<file path="config.mk">
export PLATFORM = sky130hd
export DESIGN_NAME = serial_adder_flat
export DESIGN_NICKNAME = d
export VERILOG_FILES = /design/src/rtl/serial_adder_pkg.sv /design/src/rtl/serial_adder_if.sv /design/src/rtl/full_adder.sv /design/src/rtl/serial_adder.sv /design/src/flat_wrapper.sv
export SDC_FILE = /design/constraint.sdc
export NUM_CORES = 1
export LEC_CHECK = 0
export CORE_MARGIN = 8
export CORE_UTILIZATION = 52
export DETAILED_ROUTE_END_ITERATION = 12
export PLACE_DENSITY = 0.8
export SYNTH_ARGS = -nofsm -noshare
export SYNTH_HDL_FRONTEND = slang
export SYNTH_SLANG_ARGS = --single-unit
</file>
<file path="constraint.sdc">
create_clock -name clk -period 4.4 [get_ports clk]
set_clock_uncertainty 0.2 [all_clocks]
set_input_delay 1.1 -clock clk [delete_from_list [all_inputs] [get_ports clk]]
set_output_delay 1.1 -clock clk [all_outputs]
set_load 0.02 [all_outputs]
</file>
<file path="src/rtl/serial_adder_pkg.sv">
// serial_adder_pkg: shared types and elaboration helpers for the serial adder.
//   state_t          - FSM state encoding (IDLE, RUN, DONE)
//   width_digit_ok() - legality check for the WIDTH/DIGIT parameter pair
//   cnt_width()      - digit counter width, never less than one bit
package serial_adder_pkg;

  typedef enum logic [1:0] {
    IDLE = 2'd0,
    RUN  = 2'd1,
    DONE = 2'd2
  } state_t;

  // WIDTH must be at least 2 and an exact multiple of DIGIT.
  function automatic bit width_digit_ok(int unsigned width, int unsigned digit);
    return (width >= 2) && (digit >= 1) && (digit <= width) && ((width % digit) == 0);
  endfunction

  function automatic int unsigned cnt_width(int unsigned steps);
    return (steps > 1) ? $clog2(steps) : 1;
  endfunction

endpackage

</file>
<file path="src/rtl/serial_adder_if.sv">
// serial_adder_if: operand/result handshake bundle for serial_adder.
//   in_valid/in_ready   - operand handshake (a, b, cin, sub)
//   out_valid/out_ready - result handshake (sum, cout, ovf)
//   master modport: the requester; slave modport: the adder.
interface serial_adder_if #(
  parameter int unsigned WIDTH = 8
);
  logic             in_valid;
  logic             in_ready;
  logic [WIDTH-1:0] a;
  logic [WIDTH-1:0] b;
  logic             cin;
  logic             sub;
  logic             out_valid;
  logic             out_ready;
  logic [WIDTH-1:0] sum;
  logic             cout;
  logic             ovf;

  modport master (
    output in_valid, a, b, cin, sub, out_ready,
    input  in_ready, out_valid, sum, cout, ovf
  );

  modport slave (
    input  in_valid, a, b, cin, sub, out_ready,
    output in_ready, out_valid, sum, cout, ovf
  );

endinterface

</file>
<file path="src/rtl/full_adder.sv">
// full_adder: one-bit full adder built from two half-adder stages and an OR.
//   a_i, b_i, cin_i - addends and carry in
//   sum_o, cout_o   - sum bit and carry out
module full_adder (
  input  logic a_i,
  input  logic b_i,
  input  logic cin_i,
  output logic sum_o,
  output logic cout_o
);
  logic p;
  logic g_ab;
  logic g_pc;

  // First half adder: a + b.
  assign p     = a_i ^ b_i;
  assign g_ab  = a_i & b_i;
  // Second half adder: partial sum + carry in.
  assign sum_o = p ^ cin_i;
  assign g_pc  = p & cin_i;
  // The two half-adder carries are never both set, so OR suffices.
  assign cout_o = g_ab | g_pc;

endmodule

</file>
<file path="src/rtl/serial_adder.sv">
// serial_adder: multi-cycle adder/subtractor processing DIGIT bits per clock.
//   clk  - rising-edge clock
//   rst  - synchronous, active-high reset
//   bus  - serial_adder_if slave: operands in (a, b, cin, sub) over
//          in_valid/in_ready; result out (sum, cout, ovf) over out_valid/out_ready.
// sub=1 computes a + ~b + 1 (cin ignored). cout is the carry out of the MSB
// (1 = no borrow when subtracting); ovf is signed overflow.
module serial_adder #(
  parameter int unsigned WIDTH = 8,
  parameter int unsigned DIGIT = 1
) (
  input  logic          clk,
  input  logic          rst,
  serial_adder_if.slave bus
);
  import serial_adder_pkg::*;

  localparam int unsigned STEPS = WIDTH / DIGIT;
  localparam int unsigned CNT_W = cnt_width(STEPS);
  localparam logic [CNT_W-1:0] LAST_CNT = CNT_W'(STEPS - 1);

  if (!width_digit_ok(WIDTH, DIGIT)) begin : g_param_check
    $error("serial_adder: WIDTH must be >= 2 and a multiple of DIGIT");
  end

  state_t           state_q;
  logic [CNT_W-1:0] cnt_q;
  logic [WIDTH-1:0] a_q;
  logic [WIDTH-1:0] b_q;
  logic [WIDTH-1:0] sum_q;
  logic             carry_q;
  logic             cout_q;
  logic             ovf_q;

  logic [DIGIT-1:0] dig_sum;
  logic [DIGIT:0]   chain_c;
  logic [WIDTH-1:0] sum_shift;

  // Ripple chain over the low DIGIT bits of the operand shift registers.
  assign chain_c[0] = carry_q;

  for (genvar i = 0; i < DIGIT; i++) begin : g_chain
    full_adder u_fa (
      .a_i   (a_q[i]),
      .b_i   (b_q[i]),
      .cin_i (chain_c[i]),
      .sum_o (dig_sum[i]),
      .cout_o(chain_c[i+1])
    );
  end

  // New digit enters at the top; after STEPS shifts the first digit is at bit 0.
  always_comb begin
    sum_shift = sum_q >> DIGIT;
    sum_shift[WIDTH-1 -: DIGIT] = dig_sum;
  end

  always_ff @(posedge clk) begin
    if (rst) begin
      state_q <= IDLE;
      cnt_q   <= '0;
      a_q     <= '0;
      b_q     <= '0;
      sum_q   <= '0;
      carry_q <= 1'b0;
      cout_q  <= 1'b0;
      ovf_q   <= 1'b0;
    end else begin
      unique case (state_q)
        IDLE: begin
          if (bus.in_valid) begin
            a_q     <= bus.a;
            b_q     <= bus.b ^ {WIDTH{bus.sub}};
            carry_q <= bus.sub ? 1'b1 : bus.cin;
            cnt_q   <= '0;
            sum_q   <= '0;
            state_q <= RUN;
          end
        end
        RUN: begin
          sum_q   <= sum_shift;
          a_q     <= a_q >> DIGIT;
          b_q     <= b_q >> DIGIT;
          carry_q <= chain_c[DIGIT];
          cnt_q   <= cnt_q + CNT_W'(1);
          if (cnt_q == LAST_CNT) begin
            cout_q  <= chain_c[DIGIT];
            // Carry into the MSB is the carry out of the chain's next-to-top stage.
            ovf_q   <= chain_c[DIGIT] ^ chain_c[DIGIT-1];
            state_q <= DONE;
          end
        end
        DONE: begin
          if (bus.out_ready) begin
            state_q <= IDLE;
          end
        end
        default: state_q <= IDLE;
      endcase
    end
  end

  assign bus.in_ready  = (state_q == IDLE);
  assign bus.out_valid = (state_q == DONE);
  assign bus.sum       = sum_q;
  assign bus.cout      = cout_q;
  assign bus.ovf       = ovf_q;

endmodule

</file>
<file path="src/flat_wrapper.sv">
// flat-port wrapper written by rule: the top's interface ports become plain ports
module serial_adder_flat import serial_adder_pkg::*;
#(
  parameter int unsigned WIDTH = 8,
  parameter int unsigned DIGIT = 1
)
  (clk, rst, bus_in_valid, bus_a, bus_b, bus_cin, bus_sub, bus_out_ready, bus_in_ready, bus_out_valid, bus_sum, bus_cout, bus_ovf);
  serial_adder_if #(.WIDTH(WIDTH)) bus_i ();
  input  logic clk;
  input  logic rst;
  input wire logic [$bits(bus_i.in_valid)-1:0] bus_in_valid;
  input wire logic [$bits(bus_i.a)-1:0] bus_a;
  input wire logic [$bits(bus_i.b)-1:0] bus_b;
  input wire logic [$bits(bus_i.cin)-1:0] bus_cin;
  input wire logic [$bits(bus_i.sub)-1:0] bus_sub;
  input wire logic [$bits(bus_i.out_ready)-1:0] bus_out_ready;
  output wire logic [$bits(bus_i.in_ready)-1:0] bus_in_ready;
  output wire logic [$bits(bus_i.out_valid)-1:0] bus_out_valid;
  output wire logic [$bits(bus_i.sum)-1:0] bus_sum;
  output wire logic [$bits(bus_i.cout)-1:0] bus_cout;
  output wire logic [$bits(bus_i.ovf)-1:0] bus_ovf;
  assign bus_i.in_valid = bus_in_valid;
  assign bus_i.a = bus_a;
  assign bus_i.b = bus_b;
  assign bus_i.cin = bus_cin;
  assign bus_i.sub = bus_sub;
  assign bus_i.out_ready = bus_out_ready;
  assign bus_in_ready = bus_i.in_ready;
  assign bus_out_valid = bus_i.out_valid;
  assign bus_sum = bus_i.sum;
  assign bus_cout = bus_i.cout;
  assign bus_ovf = bus_i.ovf;
  serial_adder #(.WIDTH(WIDTH), .DIGIT(DIGIT)) u_core (.clk(clk), .rst(rst), .bus(bus_i));
endmodule
</file>
==> results_dict.tcl <==
set metrics [dict create \
    area_growth_syn_to_layout_pct 28.3 \
    synth-warning-count 0 \
    drv_slew 0 \
    postCtsHoldBufs 0 \
    grt_start_max_net_pins 24 \
    cts_made_buffers 5 \
    fill_cells 228 \
    layout.cells.non_filler 217 \
    max_slew_margin 0.442 \
    avgSynthCellArea_um2 9.16 \
    clockBufferDepth 2 \
    pwr-share-seq 0.484 \
    multiInputGateArea_um2 714 \
    synth_flop_cell "dfxtp_1" \
    path_class "reg2out" \
    cap_violations 0 \
    synthSimpleGateAreaFrac 0.197 \
    worst_pin_slew_ns 0.833 \
    ir_worst_vdd_mv 0.367 \
    cpMaxStageDelayCell "dfxtp_1" \
    die_h_um 68.6 \
    path_buf_inv 1 \
    design.core.area_um2 2690 \
    gr-total-overflow 0 \
    crit_fanout 16 \
    hold_end "u_core.bus.ovf" \
    syn-cell-area_um2 1440 \
    vias 1211 \
    tns_ns 0 \
    hold_viol 0 \
    netlist_instances 157 \
    worstPathCellList "nor2b_1, clkdlybuf4s50_1" \
    wl_um 3180 \
    setup_viol 0 \
    cts_sinks 32 \
    cp_top_family "flip-flops" \
    async_flop_share 0 \
    pwr-share-clk 0.378 \
    gp_congestion 0.798 \
    final_nets 210 \
    hpwl_um 2270 \
    post_cts_resized 0 \
    std_cell_rows 19 \
    antenna_found_initial 0 \
    drive_above_1_share 0.0699 \
    post_dp_cell_area_um2 1750 \
    drc 0 \
    dr.pass1.iters 4 \
    synth_top_family_by_area "compound AO/OA/AOI/OAI gates" \
    rsz0062_at_grt "no" \
    track_usage 0.147 \
    antenna_cells 0 \
    arrival_ns 1.89 \
    whs_path_depth 2 \
    synth_cell_types 28 \
    dieArea_um2 4710 \
    startpoint_type "flop" \
    post_cts_buffers 0 \
    synth_xor_area_frac 0.0548 \
    p_sw_mw 0.150 \
    clk_pin_slew_ns 0.10 \
    insertion_delay_ns 0.33 \
    ant_nets 0 \
    cellPowerDensity_nw_per_um2 354 \
    root_buffer "clkbuf_4" \
    synth.area.mux_share 0.0139 \
    holdCritPathClass "reg2reg" \
    reg2reg_slack_ns 2.09 \
    internal_power_mw 0.504 \
    fin_crit_sh 0.726 \
    dp_cells 209 \
    cts_tree "yes" \
    p_comb_frac 0.138 \
    initial_core_util 0.536 \
    p_sw_frac 0.230 \
    status "finished, final reports clean" \
    r2r-start "u_core.state_q[0]" \
    synth_edf_count 0 \
    synth-seq-cells 32 \
    synthAdderAreaFrac 0.0313 \
    crit_path_end_kind "output port" \
    syn_nets 182 \
    seq_area_frac_synth 0.445 \
    regArea_um2 641 \
    synth_compound_area_frac 0.200 \
    port-buffer-count 33 \
    grt_pass1_vias 1202 \
    io_pins 34 \
    min-delay-start "u_core.bus.ovf" \
    p_leak_nw 0.669 \
    die_w_um 68.6 \
    cts.htree.levels 2 \
    critical-path-max-stage-delay_ns 0.69 \
    fmax_mhz 313 \
    r2r_end "u_core.bus.cout" \
    dr.first_iter.drc_count 129 \
    grt_pass1_wl_um 5440 \
    final_area_um2 1850 \
    fin_crit_ns 3.19 \
    viasPerCell 5.58 \
    routedWlPerCell_um 14.6 \
    critical_path_required_ns 3.10 \
    rr_worst_depth 3 \
]
-- state kept, by name, summed over array words and instances, names as in the netlist --
name             cells
u_core.a_q           8
u_core.b_q           8
u_core.bus.sum       8
u_core.cnt_q         3
u_core.state_q       2
u_core.bus.cout      1
u_core.bus.ovf       1
u_core.carry_q       1
-- worst reg2reg max path, cell delays in order (launching register included) --
cell,delay [ns]
dfxtp_1,0.80
nor2b_2,0.82
a21oi_1,0.15
a311oi_1,0.25
-- cells in the mapped netlist, types with 2 or more instances --
library cell  count  area share
or3b_1            7       0.043
nand3b_1          2       0.010
nor2_1           20       0.052
a22oi_1          19       0.099
buf_2             7       0.024
inv_1             5       0.013
nand2_1           2      0.0052
nand2b_1          9       0.039
nor3_1            7       0.024
xnor2_1           8       0.049
ha_1              2       0.017
mux2i_1           2       0.014
dfxtp_1          32        0.45
clkbuf_1          4       0.010
buf_4             2       0.010
a21oi_1          11       0.038
o22ai_1           7       0.030
-- placed cells by master (no fill, tap or decap), types with 2 or more instances in the layout --
master            n
inv_1             5
ha_1              2
clkdlybuf4s50_1  33
nor3_1            7
nand2_1           2
nor2_1           20
a22oi_1          19
dfxtp_1          32
nand2b_1          9
nand3b_1          2
a21oi_1          11
mux2i_1           2
clkbuf_4          5
o22ai_1           7
or3b_1            7
clkbuf_8          2
xnor2_1           8
-- kinds of logic after synthesis --
family,Yosys count
simple gates,51
compound gates,42
flops,32
buf+inv,18
xor+xnor,9
fa+ha+maj,3
mux,2
-- power groups by stage --
stage	combinational (mW)	sequential (mW)	clock, mW
after floorplan	0.0618	0.319	0
after global placement	0.0870	0.322	0
after detailed placement	0.0897	0.323	0
after CTS	0.0909	0.317	0.254
after global routing	0.0997	0.319	0.266
final	0.0899	0.317	0.247
-- cell type report --
type,count,area share
inverter,5,0.0102
multi-input combinational,107,0.387
tap,31,0.0210
clock inverter,1,0.0163
sequential,32,0.347
timing repair buffer,34,0.183
clock buffer,7,0.0353
-- stage by stage --
step                worst slack (ns)  hold slack (ns)  total power [mW]  utilization
floorplan                       2.29            0.257             0.381            -
global placement                1.41            0.244             0.409        0.652
detailed placement              1.29            0.250             0.413        0.652
CTS                             1.16            0.265             0.662        0.687
global route                    1.08            0.311             0.684        0.687
finish                          1.21            0.263             0.654        0.687
-- how the worst max path moves through the flow --
stage	start	end	slack [ns]	depth (start not counted)
2_1_floorplan	u_core.state_q[1]	bus_in_ready	2.29	2
3_3_place_gp	bus_in_valid	u_core.b_q[0]	1.41	4
6_report	u_core.state_q[1]	bus_out_valid	1.21	2
4_1_cts	u_core.state_q[1]	bus_out_valid	1.16	2
3_5_place_dp	bus_in_valid	u_core.b_q[0]	1.29	4
5_1_grt	u_core.state_q[0]	bus_out_valid	1.08	2
-- layer usage --
metal,vias up,track usage,wire length [um]
li1,609,-,-
met1,569,0.174,1330
met2,29,0.240,1590
met3,4,0.0662,239
met4,0,0.0307,18
met5,-,0,0
No activity file was read; power rests on OpenSTA's default activity.
